==> src/rtl/axi_lite_pkg.sv <==
// Shared AXI4-Lite encodings, CPU access sizes and the data-memory master state type.
package axi_lite_pkg;

    localparam logic [1:0] RESP_OKAY   = 2'b00;
    localparam logic [1:0] RESP_EXOKAY = 2'b01;
    localparam logic [1:0] RESP_SLVERR = 2'b10;
    localparam logic [1:0] RESP_DECERR = 2'b11;

    localparam logic [1:0] SIZE_BYTE = 2'b00;
    localparam logic [1:0] SIZE_HALF = 2'b01;
    localparam logic [1:0] SIZE_WORD = 2'b10;

    localparam logic [2:0] PROT_DEFAULT = 3'b000;

    typedef enum logic [2:0] {
        ST_IDLE,
        ST_WR,
        ST_WR_RESP,
        ST_RD_ADDR,
        ST_RD_DATA,
        ST_DONE
    } dmem_state_e;

    // Size encoding 2'b11 behaves as a word access.
    function automatic logic is_misaligned(input logic [1:0] size, input logic [1:0] off);
        case (size)
            SIZE_BYTE: return 1'b0;
            SIZE_HALF: return off[0];
            default:   return off != 2'b00;
        endcase
    endfunction

endpackage

==> src/rtl/lsu_lane_align.sv <==
// Byte-lane steering for a 32-bit data bus: store strobes/replication and
// load extraction with sign or zero extension.
module lsu_lane_align
    import axi_lite_pkg::*;
(
    input  logic [1:0]  size_i,
    input  logic [1:0]  off_i,
    input  logic        sign_ext_i,
    input  logic [31:0] st_data_i,
    output logic [3:0]  wstrb_o,
    output logic [31:0] wdata_o,
    input  logic [31:0] ld_raw_i,
    output logic [31:0] ld_data_o
);

    logic [31:0]        ld_shift;
    logic signed [7:0]  ld_byte;
    logic signed [15:0] ld_half;

    // Bring the addressed lane down to bit 0 before extension.
    assign ld_shift = ld_raw_i >> {off_i, 3'b000};
    assign ld_byte  = ld_shift[7:0];
    assign ld_half  = ld_shift[15:0];

    always_comb begin
        wstrb_o   = 4'b1111;
        wdata_o   = st_data_i;
        ld_data_o = ld_raw_i;
        case (size_i)
            SIZE_BYTE: begin
                wstrb_o   = 4'b0001 << off_i;
                wdata_o   = {4{st_data_i[7:0]}};
                ld_data_o = sign_ext_i ? 32'(ld_byte) : {24'h0, ld_byte};
            end
            SIZE_HALF: begin
                wstrb_o   = 4'b0011 << off_i;
                wdata_o   = {2{st_data_i[15:0]}};
                ld_data_o = sign_ext_i ? 32'(ld_half) : {16'h0, ld_half};
            end
            default: ;
        endcase
    end

endmodule

==> src/rtl/dmem_axi_master.sv <==
// CPU data-memory AXI4-Lite initiator: one load or store in flight, CPU stalls
// on cpu_busy and sees a single cpu_done pulse per access.
module dmem_axi_master
    import axi_lite_pkg::*;
#(
    parameter int ADDR_W      = 32,
    parameter bit CHECK_ALIGN = 1'b1
) (
    input  logic              clk,
    input  logic              rst_n,
    input  logic              cpu_req,
    input  logic              cpu_we,
    input  logic [ADDR_W-1:0] cpu_addr,
    input  logic [31:0]       cpu_wdata,
    input  logic [1:0]        cpu_byte_size,
    input  logic              cpu_sign_ext,
    output logic              cpu_busy,
    output logic              cpu_done,
    output logic [31:0]       cpu_rdata,
    output logic              cpu_err,
    output logic [ADDR_W-1:0] M_AXI_AWADDR,
    output logic [2:0]        M_AXI_AWPROT,
    output logic              M_AXI_AWVALID,
    input  logic              M_AXI_AWREADY,
    output logic [31:0]       M_AXI_WDATA,
    output logic [3:0]        M_AXI_WSTRB,
    output logic              M_AXI_WVALID,
    input  logic              M_AXI_WREADY,
    input  logic [1:0]        M_AXI_BRESP,
    input  logic              M_AXI_BVALID,
    output logic              M_AXI_BREADY,
    output logic [ADDR_W-1:0] M_AXI_ARADDR,
    output logic [2:0]        M_AXI_ARPROT,
    output logic              M_AXI_ARVALID,
    input  logic              M_AXI_ARREADY,
    input  logic [31:0]       M_AXI_RDATA,
    input  logic [1:0]        M_AXI_RRESP,
    input  logic              M_AXI_RVALID,
    output logic              M_AXI_RREADY
);

    dmem_state_e       state_q, state_d;
    logic [ADDR_W-1:0] addr_q, addr_d;
    logic [1:0]        size_q, size_d;
    logic              sext_q, sext_d;
    logic [31:0]       wdata_q, wdata_d;
    logic [3:0]        wstrb_q, wstrb_d;
    logic              aw_done_q, aw_done_d;
    logic              w_done_q, w_done_d;
    logic [31:0]       rdata_q, rdata_d;
    logic              err_q, err_d;

    logic [1:0]  la_size;
    logic [1:0]  la_off;
    logic [3:0]  la_wstrb;
    logic [31:0] la_wdata;
    logic [31:0] la_rdata;
    logic        aw_hs;
    logic        w_hs;

    // In IDLE the aligner sees the incoming request; afterwards the latched one.
    assign la_size = (state_q == ST_IDLE) ? cpu_byte_size : size_q;
    assign la_off  = (state_q == ST_IDLE) ? cpu_addr[1:0] : addr_q[1:0];

    lsu_lane_align u_lane_align (
        .size_i     (la_size),
        .off_i      (la_off),
        .sign_ext_i (sext_q),
        .st_data_i  (cpu_wdata),
        .wstrb_o    (la_wstrb),
        .wdata_o    (la_wdata),
        .ld_raw_i   (M_AXI_RDATA),
        .ld_data_o  (la_rdata)
    );

    assign aw_hs = M_AXI_AWVALID & M_AXI_AWREADY;
    assign w_hs  = M_AXI_WVALID & M_AXI_WREADY;

    always_ff @(posedge clk or negedge rst_n) begin
        if (!rst_n) begin
            state_q   <= ST_IDLE;
            addr_q    <= '0;
            size_q    <= SIZE_BYTE;
            sext_q    <= 1'b0;
            wdata_q   <= '0;
            wstrb_q   <= '0;
            aw_done_q <= 1'b0;
            w_done_q  <= 1'b0;
            rdata_q   <= '0;
            err_q     <= 1'b0;
        end else begin
            state_q   <= state_d;
            addr_q    <= addr_d;
            size_q    <= size_d;
            sext_q    <= sext_d;
            wdata_q   <= wdata_d;
            wstrb_q   <= wstrb_d;
            aw_done_q <= aw_done_d;
            w_done_q  <= w_done_d;
            rdata_q   <= rdata_d;
            err_q     <= err_d;
        end
    end

    always_comb begin
        state_d   = state_q;
        addr_d    = addr_q;
        size_d    = size_q;
        sext_d    = sext_q;
        wdata_d   = wdata_q;
        wstrb_d   = wstrb_q;
        aw_done_d = aw_done_q;
        w_done_d  = w_done_q;
        rdata_d   = rdata_q;
        err_d     = err_q;
        case (state_q)
            ST_IDLE: begin
                if (cpu_req) begin
                    addr_d    = cpu_addr;
                    size_d    = cpu_byte_size;
                    sext_d    = cpu_sign_ext;
                    aw_done_d = 1'b0;
                    w_done_d  = 1'b0;
                    err_d     = 1'b0;
                    if (CHECK_ALIGN && is_misaligned(cpu_byte_size, cpu_addr[1:0])) begin
                        err_d   = 1'b1;
                        rdata_d = '0;
                        state_d = ST_DONE;
                    end else if (cpu_we) begin
                        wdata_d = la_wdata;
                        wstrb_d = la_wstrb;
                        state_d = ST_WR;
                    end else begin
                        state_d = ST_RD_ADDR;
                    end
                end
            end
            ST_WR: begin
                // AW and W complete independently; either may finish first.
                if (aw_hs) aw_done_d = 1'b1;
                if (w_hs)  w_done_d  = 1'b1;
                if ((aw_done_q | aw_hs) && (w_done_q | w_hs)) state_d = ST_WR_RESP;
            end
            ST_WR_RESP: begin
                if (M_AXI_BVALID) begin
                    err_d   = (M_AXI_BRESP != RESP_OKAY);
                    rdata_d = '0;
                    state_d = ST_DONE;
                end
            end
            ST_RD_ADDR: begin
                if (M_AXI_ARREADY) state_d = ST_RD_DATA;
            end
            ST_RD_DATA: begin
                if (M_AXI_RVALID) begin
                    err_d   = (M_AXI_RRESP != RESP_OKAY);
                    rdata_d = (M_AXI_RRESP != RESP_OKAY) ? 32'h0 : la_rdata;
                    state_d = ST_DONE;
                end
            end
            ST_DONE: state_d = ST_IDLE;
            default: state_d = ST_IDLE;
        endcase
    end

    always_comb begin
        M_AXI_AWVALID = (state_q == ST_WR) && !aw_done_q;
        M_AXI_WVALID  = (state_q == ST_WR) && !w_done_q;
        M_AXI_BREADY  = (state_q == ST_WR_RESP);
        M_AXI_ARVALID = (state_q == ST_RD_ADDR);
        M_AXI_RREADY  = (state_q == ST_RD_DATA);
        cpu_busy      = (state_q != ST_IDLE) && (state_q != ST_DONE);
        cpu_done      = (state_q == ST_DONE);
        cpu_err       = (state_q == ST_DONE) && err_q;
    end

    assign M_AXI_AWADDR = addr_q;
    assign M_AXI_ARADDR = addr_q;
    assign M_AXI_AWPROT = PROT_DEFAULT;
    assign M_AXI_ARPROT = PROT_DEFAULT;
    assign M_AXI_WDATA  = wdata_q;
    assign M_AXI_WSTRB  = wstrb_q;
    assign cpu_rdata    = rdata_q;

endmodule

==> config.mk <==
export PLATFORM = sky130hd
export DESIGN_NAME = dmem_axi_master
export DESIGN_NICKNAME = d
export VERILOG_FILES = /design/src/rtl/axi_lite_pkg.sv /design/src/rtl/lsu_lane_align.sv /design/src/rtl/dmem_axi_master.sv
export SDC_FILE = /design/constraint.sdc
export NUM_CORES = 1
export LEC_CHECK = 0
export CELL_PAD_IN_SITES_DETAIL_PLACEMENT = 1
export CELL_PAD_IN_SITES_GLOBAL_PLACEMENT = 1
export CORE_UTILIZATION = 33
export DETAILED_ROUTE_END_ITERATION = 10
export PLACE_DENSITY = 0.9
export SKIP_LAST_GASP = 1
export SLEW_MARGIN = 5
export SYNTH_ARGS = -nofsm -noshare
export SYNTH_HDL_FRONTEND = slang
export SYNTH_SLANG_ARGS = --single-unit
==> constraint.sdc <==
create_clock -name clk -period 4.1 [get_ports clk]
set_input_delay 0.615 -clock clk [delete_from_list [all_inputs] [get_ports clk]]
set_output_delay 0.615 -clock clk [all_outputs]
set_load 0.01 [all_outputs]
==> summary.txt <==
Post-Syn Area per Cell: 11.1 um^2
HP Class: input pin to async pin
Period utilisation layout: 74.4%
Critical Path RT: 3.48 ns
Setup violations, final: 0
Period minus WS final: 3.05 ns
Crit end category: output pin
Die width: 131 um
Slew Viols, Final: 0
Final Hold Fails: 0
Hold-fix buffers, CTS: 0
First-pass GRT wire length: 27.8 mm
CTS tree: built
TritonRoute pass-1 iters: 8
Fraction of layout cells with a size suffix above 1: 11.5%
Placement Rows: 46
Max-Cap Viols: 0
# nets final: 809
Peak VDD IR: 0.419 mV
Routability cong.: 0.833
PostCTS Resize Cnt: 0
Seq/Total Area, Yosys: 49.9%
Overall power: 6.05 mW
Drt drc: 0
All-Layer GR Usage: 21.6%
Die area: 17100 um^2
WL/cell: 20.1 um
Clock Latency Late Sink: 0.35 ns
Global route total overflow: 0
Syn Std Cell Area: 5470 um^2
Final ANT Viol Nets: 0
Layout Skew: 0.0112 ns
Critical path launch point type: flop
Core Util, Final: 51.3%
# Post-CTS Setup Buffers: 0
Initial antenna violation count: 0
Worst slew pin tran: 1.13 ns
Leak: 3.49 nW
Crit path max fanout: 14
Post-Place Worst Slack: 1.06 ns
Power Dens Cells: 737 nW/um^2
Vias in the first global route: 5141
Final setup margin: 1.05 ns
H-Tree Depth: 3
I/O pins: 258
Initial Util: 34.2%
DP HPWL: 13.8 mm
Vias/cell: 5.13
Area Growth Syn to Fin: 50.2%
CTS Buf Count: 9
Root Buffer: clkbuf_16
Placed cell count: 902
Slew margin rel.: 24.2%
Vias: 4713
WL final: 18.5 mm
Core ar.: 16000 um^2
IO buf count: 251
Yosys warns: 0
Fmax: 328 MHz
EDFF count, synth: 0
Largest net degree at the start of global routing: 64
Ys async rst share: 100%
Crit path DAT: 2.44 ns
Critical path class: flop to output pin
Outcome: complete, no violations
Total negative setup slack: 0 ns
Ys flop type: dfrtp_1
Max clock buf depth: 2
Initial DRC Count: 307
Final std cells w/o fill: 918
Unique masters post-synth: 46
Number of clock sinks: 109
Clk pin slew, worst setup/hold paths: 0.08 ns
Synthesized instance count: 491
Ant. Diodes: 0
#FFs+latches synth: 109
RSZ-0062 raised after global routing: no
Die Ht: 131 um
[per-stage QoR]
step,hold slack (ns),cell area [um^2]
after global routing,0.389,8210
final,0.335,8210
after floorplan,0.319,5480
after CTS,0.353,8210
after global placement,0.461,7900
after detailed placement,0.474,7900
[layout make-up]
| cell class | instances | area, um^2 |
|---|---|---|
| clock inverter | 3 | 25.0 |
| multi-input combinational | 308 | 2300 |
| tap | 216 | 270 |
| fill | 1738 | 7790 |
| clock buffer | 13 | 280 |
| timing repair buffer | 258 | 2560 |
| sequential | 109 | 2730 |
| inverter | 11 | 41.3 |
[cells in the final DEF (no fill, tap or decap), drive strengths merged, types with 3 or more instances in the layout]
| cell | n |
|---|---|
| inv | 12 |
| conb | 6 |
| nand2b | 4 |
| a21o | 3 |
| o221ai | 8 |
| nand2 | 58 |
| a221o | 16 |
| a222oi | 8 |
| a21oi | 12 |
| o211a | 7 |
| and3 | 3 |
| clkbuf | 13 |
| nand3b | 4 |
| dfrtp | 109 |
| mux2 | 47 |
| nor4bb | 4 |
| nor2 | 15 |
| o21ai | 48 |
| a2bb2oi | 7 |
| buf | 8 |
| clkdlybuf4s50 | 250 |
| mux2i | 31 |
[per-layer routing]
metal  track usage [%]  share of wire [%]
met1              25.5                 40
met4              6.69                1.5
met3              5.66                6.2
met2              38.2                 52
met5                 0                  0
[flip-flops by register name (all words and copies together) (netlist names)]
name          flops
M_AXI_ARADDR     32
M_AXI_WDATA      32
M_AXI_WSTRB       4
aw_done_q         1
cpu_rdata        32
err_q             1
sext_q            1
size_q            2
state_q           3
w_done_q          1
[power breakdown]
part	leakage, nW	internal [mW]	switching (mW)
combinational	1.96	1.79	1.46
clock	0.148	0.483	0.411
sequential	1.38	1.51	0.396
[critical path: stages, from the launching register on]
cell,delay [ns]
dfrtp_1,0.52
nor3_1,0.96
nor2_1,0.08
clkdlybuf4s50_1,0.52
[final timing paths]
check | from | endpoint | slack (ns) | cells past startpoint
min in group clk | err_q | err_q | 0.49 | 2
max in group asynchronous | rst_n | M_AXI_ARADDR[8] | 2.85 | 2
hold / removal | rst_n | M_AXI_ARADDR[3] | 0.33 | 1
hold reg to reg | err_q | err_q | 0.49 | 2
setup / recovery | state_q[2] | cpu_busy | 1.05 | 3
setup reg to reg | state_q[2] | M_AXI_WDATA[12] | 1.14 | 6
[cells in the mapped netlist, drive strengths merged (3+ instances only)]
cell type | n | area share [%]
dfrtp | 109 | 50
nand2 | 58 | 4.0
o21ai | 48 | 4.4
mux2 | 47 | 9.8
buf | 46 | 6.2
mux2i | 31 | 5.8
clkbuf | 22 | 1.5
a221o | 16 | 2.9
nor2 | 15 | 1.1
a21oi | 12 | 1.1
inv | 11 | 0.76
a222oi | 8 | 1.5
o221ai | 8 | 1.3
a2bb2oi | 7 | 1.1
o211a | 7 | 1.3
nand2b | 4 | 0.46
nand3b | 4 | 0.55
nor4bb | 4 | 0.73
a21o | 3 | 0.41
and3 | 3 | 0.34
[cell families after synthesis]
group / synth area share, %
AO/OA/AOI/OAI: 16.0
buffers and inverters: 8.49
flip-flops: 49.9
multiplexers: 16.5
other: 0.0686
AND/OR/NAND/NOR: 9.04
Power figures use the tool's default switching activity.
